[src/rtl/fabric_config_loader.sv]
// Configuration-chain loader: host words are serialised into parallel tile
// shift chains, latched with one set pulse, and can be read back non-destructively.
module fabric_config_loader #(
  parameter int NUM_CHAINS = 4,
  parameter int CHAIN_LEN  = 1024,
  parameter int WORD_W     = 32
) (
  input  logic                  clk,
  input  logic                  rst,
  input  logic                  start,
  input  logic                  mode,
  input  logic [WORD_W-1:0]     cfg_word,
  input  logic                  cfg_valid,
  output logic                  cfg_ready,
  output logic [WORD_W-1:0]     rb_word,
  output logic                  rb_valid,
  input  logic                  rb_ready,
  output logic [NUM_CHAINS-1:0] shift_data,
  output logic                  shift_en,
  input  logic [NUM_CHAINS-1:0] chain_tail,
  output logic                  set_out,
  output logic                  busy,
  output logic                  done
);

  localparam int BPW = WORD_W / NUM_CHAINS;
  localparam int BW  = $clog2(CHAIN_LEN + 1);
  localparam int SW  = (BPW > 1) ? $clog2(BPW) : 1;

  localparam logic [BW-1:0] LAST_BIT  = BW'(CHAIN_LEN - 1);
  localparam logic [BW-1:0] ALL_BITS  = BW'(CHAIN_LEN);
  localparam logic [SW-1:0] LAST_STEP = SW'(BPW - 1);

  typedef enum logic [2:0] {
    S_IDLE,
    S_LOAD,
    S_SHIFT,
    S_SET,
    S_RB_SHIFT,
    S_RB_OUT,
    S_DONE
  } state_t;

  state_t            state_q, state_d;
  logic [BW-1:0]     bit_cnt_q, bit_cnt_d;
  logic [SW-1:0]     step_cnt_q, step_cnt_d;
  logic [WORD_W-1:0] word_q, word_d;
  logic [WORD_W-1:0] rb_word_q, rb_word_d;
  logic              last_step;

  always_ff @(posedge clk or posedge rst) begin
    if (rst) begin
      state_q    <= S_IDLE;
      bit_cnt_q  <= '0;
      step_cnt_q <= '0;
      word_q     <= '0;
      rb_word_q  <= '0;
    end else begin
      state_q    <= state_d;
      bit_cnt_q  <= bit_cnt_d;
      step_cnt_q <= step_cnt_d;
      word_q     <= word_d;
      rb_word_q  <= rb_word_d;
    end
  end

  // A word ends on its last slot or on the chain's last bit (partial word).
  assign last_step = (step_cnt_q == LAST_STEP) ||
                     (bit_cnt_q == LAST_BIT);

  always_comb begin
    state_d    = state_q;
    bit_cnt_d  = bit_cnt_q;
    step_cnt_d = step_cnt_q;
    word_d     = word_q;
    rb_word_d  = rb_word_q;
    unique case (state_q)
      S_IDLE: begin
        if (start) begin
          bit_cnt_d  = '0;
          step_cnt_d = '0;
          state_d    = mode ? S_RB_SHIFT : S_LOAD;
        end
      end
      S_LOAD: begin
        if (cfg_valid) begin
          word_d  = cfg_word;
          state_d = S_SHIFT;
        end
      end
      S_SHIFT: begin
        bit_cnt_d  = bit_cnt_q + BW'(1);
        step_cnt_d = last_step ? '0 : step_cnt_q + SW'(1);
        if (last_step)
          state_d = (bit_cnt_q == LAST_BIT) ? S_SET : S_LOAD;
      end
      S_SET: state_d = S_DONE;
      S_RB_SHIFT: begin
        // First slot of a word starts from zero so partial words read 0.
        if (step_cnt_q == '0)
          rb_word_d = '0;
        for (int s = 0; s < BPW; s++)
          for (int c = 0; c < NUM_CHAINS; c++)
            if (step_cnt_q == SW'(s))
              rb_word_d[s*NUM_CHAINS+c] = chain_tail[c];
        bit_cnt_d  = bit_cnt_q + BW'(1);
        step_cnt_d = last_step ? '0 : step_cnt_q + SW'(1);
        if (last_step)
          state_d = S_RB_OUT;
      end
      S_RB_OUT: begin
        if (rb_ready)
          state_d = (bit_cnt_q == ALL_BITS) ? S_DONE : S_RB_SHIFT;
      end
      S_DONE: state_d = S_IDLE;
      default: state_d = S_IDLE;
    endcase
  end

  always_comb begin
    shift_data = '0;
    if (state_q == S_SHIFT) begin
      for (int s = 0; s < BPW; s++)
        if (step_cnt_q == SW'(s))
          shift_data = word_q[s*NUM_CHAINS +: NUM_CHAINS];
    end else if (state_q == S_RB_SHIFT) begin
      shift_data = chain_tail;
    end
  end

  assign cfg_ready = (state_q == S_LOAD);
  assign shift_en  = (state_q == S_SHIFT) ||
                     (state_q == S_RB_SHIFT);
  assign rb_valid  = (state_q == S_RB_OUT);
  assign rb_word   = rb_word_q;
  assign set_out   = (state_q == S_SET);
  assign done      = (state_q == S_DONE);
  assign busy      = (state_q != S_IDLE);

endmodule

[config.mk]
export PLATFORM = sky130hd
export DESIGN_NAME = fabric_config_loader
export DESIGN_NICKNAME = d
export VERILOG_FILES = /design/src/rtl/fabric_config_loader.sv
export SDC_FILE = /design/constraint.sdc
export NUM_CORES = 1
export LEC_CHECK = 0
export CAP_MARGIN = 30
export CORE_MARGIN = 4
export CORE_UTILIZATION = 45
export DETAILED_ROUTE_END_ITERATION = 8
export DONT_BUFFER_PORTS = 1
export PLACE_DENSITY = 0.64
export SLEW_MARGIN = 20
export SYNTH_ARGS = -nofsm -noshare
export SYNTH_HDL_FRONTEND = slang
export SYNTH_SLANG_ARGS = --single-unit
[constraint.sdc]
create_clock -name clk -period 2.36 [get_ports clk]
set_clock_uncertainty 0.15 [all_clocks]
set_input_delay 0.118 -clock clk [delete_from_list [all_inputs] [get_ports clk]]
set_output_delay 0.118 -clock clk [all_outputs]
set_load 0.01 [all_outputs]
==> results_tabular.tex <==
\begin{tabular}{lr}
\hline
Metric & Value \\
\hline
\multicolumn{2}{l}{\textbf{Setup path}} \\
\quad Most frequent cell on the critical path & ha\_4 \\
\quad Cell type of the slowest stage on the worst timing path & dfrtp\_2 \\
\quad Peak fanout along the critical path & 5 \\
\quad Setup Crit Path Kind & reg2out \\
\quad Register-to-register setup slack & 0.34 ns \\
\quad Critical Path Sink Type & primary output \\
\quad Count of buffering cells on the critical path with inverters included & 1 \\
\quad Reg-to-Reg End & state\_q[2] \\
\quad Cell chain of the critical path & ha\_4 -> ha\_4 -> or2\_4 -> a221oi\_4 -> o22ai\_2 -> a211oi\_2 -> buf\_4 \\
\quad Largest stage delay on the critical path & 0.45 ns \\
\quad Arrival @ worst endpoint & 2.18 ns \\
\quad Logic depth of the worst register-to-register path & 5 \\
\quad Required time at the worst-slack endpoint & 2.09 ns \\
\quad Family of cells with the greatest summed delay on the critical path & compound AO/OA/AOI/OAI gates \\
\quad Startpoint of the worst-slack reg-to-reg timing path & state\_q[0] \\
\quad Worst Setup Start Kind & flop \\
\multicolumn{2}{l}{\textbf{Clock tree}} \\
\quad Clk pin slew, worst setup/hold paths & 0.08 ns \\
\quad Number of buffers on the longest clock path & 2 \\
\quad Number of clock buffers inserted by TritonCTS & 9 \\
\quad Maximum level of the CTS H-tree & 3 \\
\quad CTS sink cnt & 81 \\
\quad Source-to-sink clock delay at the later pin of the worst-skew pair & 0.36 ns \\
\quad CTS tree & built \\
\quad Library cell used as clock root buffer & clkbuf\_8 \\
\multicolumn{2}{l}{\textbf{Min path}} \\
\quad Hold path depth & 2 \\
\quad Path category of the worst min-delay check & in2reg \\
\quad Worst Hold End & bit\_cnt\_q[0] \\
\quad Start point of the worst min-delay path & start \\
\multicolumn{2}{l}{\textbf{Logic synthesis}} \\
\quad Post-Syn Nets & 436 \\
\quad Area share of the leading cell type in the synthesized netlist & 50.6\% \\
\quad Yosys reg bits & 81 \\
\quad Synth cell count leaders & 81 x dfrtp\_1, 35 x nand2\_1, 33 x o21ai\_0 \\
\quad Commonest register cell after synthesis & dfrtp\_1 \\
\quad Average footprint of a synthesized cell & 10.4 µm² \\
\quad Cell types with the largest area share after synthesis & dfrtp\_1 51\%, mux2\_2 7.9\%, o21ai\_0 4.1\% \\
\quad Area of the mapped netlist & 4010 µm² \\
\quad Distinct cells, synth & 48 \\
\quad Sequential element share of the synthesized area & 50.6\% \\
\quad Most common cell in the synthesized netlist & dfrtp\_1 \\
\quad Synthesis warning total & 0 \\
\quad Cell type with the highest aggregate area in the netlist & dfrtp\_1 \\
\quad Number of synthesized flops with an enable pin & 0 \\
\quad Gate count of the mapped netlist & 386 \\
\quad Share of synthesized registers carrying an async set or reset & 100\% \\
\multicolumn{2}{l}{\textbf{Pwr}} \\
\quad Switching share of power & 38.9\% \\
\quad Relative contribution of the clock network to total power & 18.2\% \\
\quad Comb power frac & 41.7\% \\
\quad Reg power frac & 40.1\% \\
\quad Power density over cell area & 1270 nW/µm² \\
\quad Leakage power & 2.12 nW \\
\quad Peak supply drop & 539 µV \\
\quad Internal & 0.00390 W \\
\quad Overall power consumption & 0.00638 W \\
\quad Switching power & 0.00248 W \\
\multicolumn{2}{l}{\textbf{Placement}} \\
\quad HPWL Detailed & 6.80 mm \\
\quad Minimum setup slack after placement & 0.0854 ns \\
\quad Last weighted congestion value of the routability-driven placer & 0.849 \\
\quad Quantity of I/O buffers inserted on ports & 0 \\
\quad Instance area after placement & 4160 µm² \\
\multicolumn{2}{l}{\textbf{Final layout}} \\
\quad Final core utilization & 58.1\% \\
\quad Fraction of final layout cells with drive strength greater than 1 & 23.0\% \\
\quad Final-stage net count & 485 \\
\quad ANT cells & 0 \\
\quad Layout Cell Area excl Fill & 5040 µm² \\
\quad Layout area overhead & 25.8\% \\
\multicolumn{2}{l}{\textbf{GRT}} \\
\quad Number of antenna violations at the first check in global routing & 0 \\
\quad All-Layer GR Usage & 20.0\% \\
\quad Via count of the first global-routing pass & 3157 \\
\quad Pin count of the biggest net entering global routing & 42 \\
\quad Wire length of the first global-routing pass & 16.2 mm \\
\quad Aggregate global routing overflow & 0 \\
\multicolumn{2}{l}{\textbf{Route}} \\
\quad Final routed wirelength across all metal layers & 10.4 mm \\
\quad Post-detailed-route count of antenna-violating nets & 0 \\
\quad Length of the first detailed-routing pass in iterations & 4 \\
\quad DRC violations left & 0 \\
\quad Drt first-iter violations & 168 \\
\quad Overall via count from detail\_route & 3144 \\
\quad Average detailed-routed wire length per instance & 18.9 µm \\
\quad Routed vias/inst & 5.74 \\
\multicolumn{2}{l}{\textbf{Floorplan}} \\
\quad Die Y & 102 µm \\
\quad Core box area & 8680 µm² \\
\quad Number of rows created at floorplan & 34 \\
\quad Number of top-level pins & 84 \\
\quad Starting utilization of the core area & 46.2\% \\
\quad Chip width & 102 µm \\
\quad Die area & 10500 µm² \\
\multicolumn{2}{l}{\textbf{Timing}} \\
\quad Final Max Slew Viols & 0 \\
\quad Crit path time final & 2.45 ns \\
\quad RSZ-0062 raised after global routing & true \\
\quad Worst Hold Slack & 0.0205 ns \\
\quad Worst-Margin Slew & 0.727 ns \\
\quad Slack of the critical path & -0.0866 ns \\
\quad Remaining max-slew budget at the tightest pin & 51.5\% \\
\quad Final count of hold timing violations & 0 \\
\quad Count of endpoints failing setup in the final report & 3 \\
\quad Highest clock frequency the design can meet & 409 MHz \\
\quad Final worst path period share & 104\% \\
\multicolumn{2}{l}{\textbf{Outcome}} \\
\quad Violated checks & negative setup slack \\
\quad Run status & complete, but fails checks \\
\multicolumn{2}{l}{\textbf{Job}} \\
\quad Maximum Capacitance Violations & 0 \\
\hline
\end{tabular}
worst register-to-register path, cell delays in order (launching register included):
cell           delay [ns]
dfrtp_1              0.63
buf_4                0.26
nor2b_1              0.08
a21oi_1              0.14
dlygate4sd3_1        0.57
o21bai_1             0.07
state kept, by name, summed over array words and instances, names as in the netlist:
register / cells
rb_word: 32
word_q: 32
bit_cnt_q: 11
state_q: 3
step_cnt_q: 3
through the flow:
stage          TNS [ns]  cells
5_1_grt          -0.544    548
4_1_cts          -0.122    544
6_report         -0.192    548
3_5_place_dp          0    484
3_3_place_gp          0    484
2_1_floorplan         0    386
timing repair:
action	in CTS	in global routing
hold endpoints to repair	115	0
hold buffers	42	0
setup endpoints to repair	4	4
setup buffers	2	4
pin swaps	8	4
gates resized for setup	16	17
cell type report:
type                            count  area (µm²)
Sequential cell                    81        2030
Inverter                           22        83.8
Clock inverter                      5        77.6
Timing Repair Buffer               63         603
Fill cell                         738        3640
Clock buffer                       11         151
Multi-Input combinational cell    258        1960
Tap cell                          108         135
cell usage in the layout (no fill, tap or decap), types with 4 or more instances in the layout:
master,n
nand4_1,5
a211oi_2,4
nor2b_1,13
a22oi_1,4
and2_1,5
buf_4,19
nand2_1,35
ha_4,5
dfrtp_1,79
dlygate4sd3_1,42
mux2_2,28
a31oi_1,9
clkbuf_8,11
o21ai_0,32
nand2b_1,6
nand3b_1,6
a22o_1,13
nand3_1,7
nor2_1,12
a21oi_1,15
xor2_1,5
a221oi_1,4
inv_1,21
power by group through the flow:
stage / registers, W / clock network, W / logic [W]
floorplan: 0.00237 / 0 / 0.00176
global placement: 0.00255 / 0 / 0.00211
detailed placement: 0.00257 / 0 / 0.00216
CTS: 0.00254 / 0.00119 / 0.00240
global route: 0.00263 / 0.00126 / 0.00291
finish: 0.00256 / 0.00116 / 0.00266
logic make-up (layout without fill, tap and decap cells):
kind of cell    Yosys count  count (layout)  synth area share [%]
flops                    81              81                  50.6
fa+ha+maj                 8               8                  2.50
compound gates          105             105                  17.1
simple gates            109             109                  15.0
xor+xnor                  6               6                  1.31
buf+inv                  47             101                  5.12
mux                      30              30                  8.37
worst max path at each step:
stage	startpoint	to	depth (start not counted)
6_report	step_cnt_q[0]	shift_data[2]	7
5_1_grt	step_cnt_q[1]	shift_data[0]	7
4_1_cts	step_cnt_q[1]	shift_data[1]	7
3_5_place_dp	step_cnt_q[0]	shift_data[2]	7
3_3_place_gp	step_cnt_q[0]	shift_data[2]	7
2_1_floorplan	rst	bit_cnt_q[0]	1
routing by layer:
layer | vias up | global-route usage [%] | part of all wire (%)
met2 | 103 | 32.0 | 48
li1 | 1477 | - | -
met1 | 1542 | 25.6 | 43
met5 | - | 0 | 0
met4 | 0 | 6.76 | 2.1
met3 | 22 | 6.62 | 7.0
Note: power is estimated with default switching activity, not from simulation.
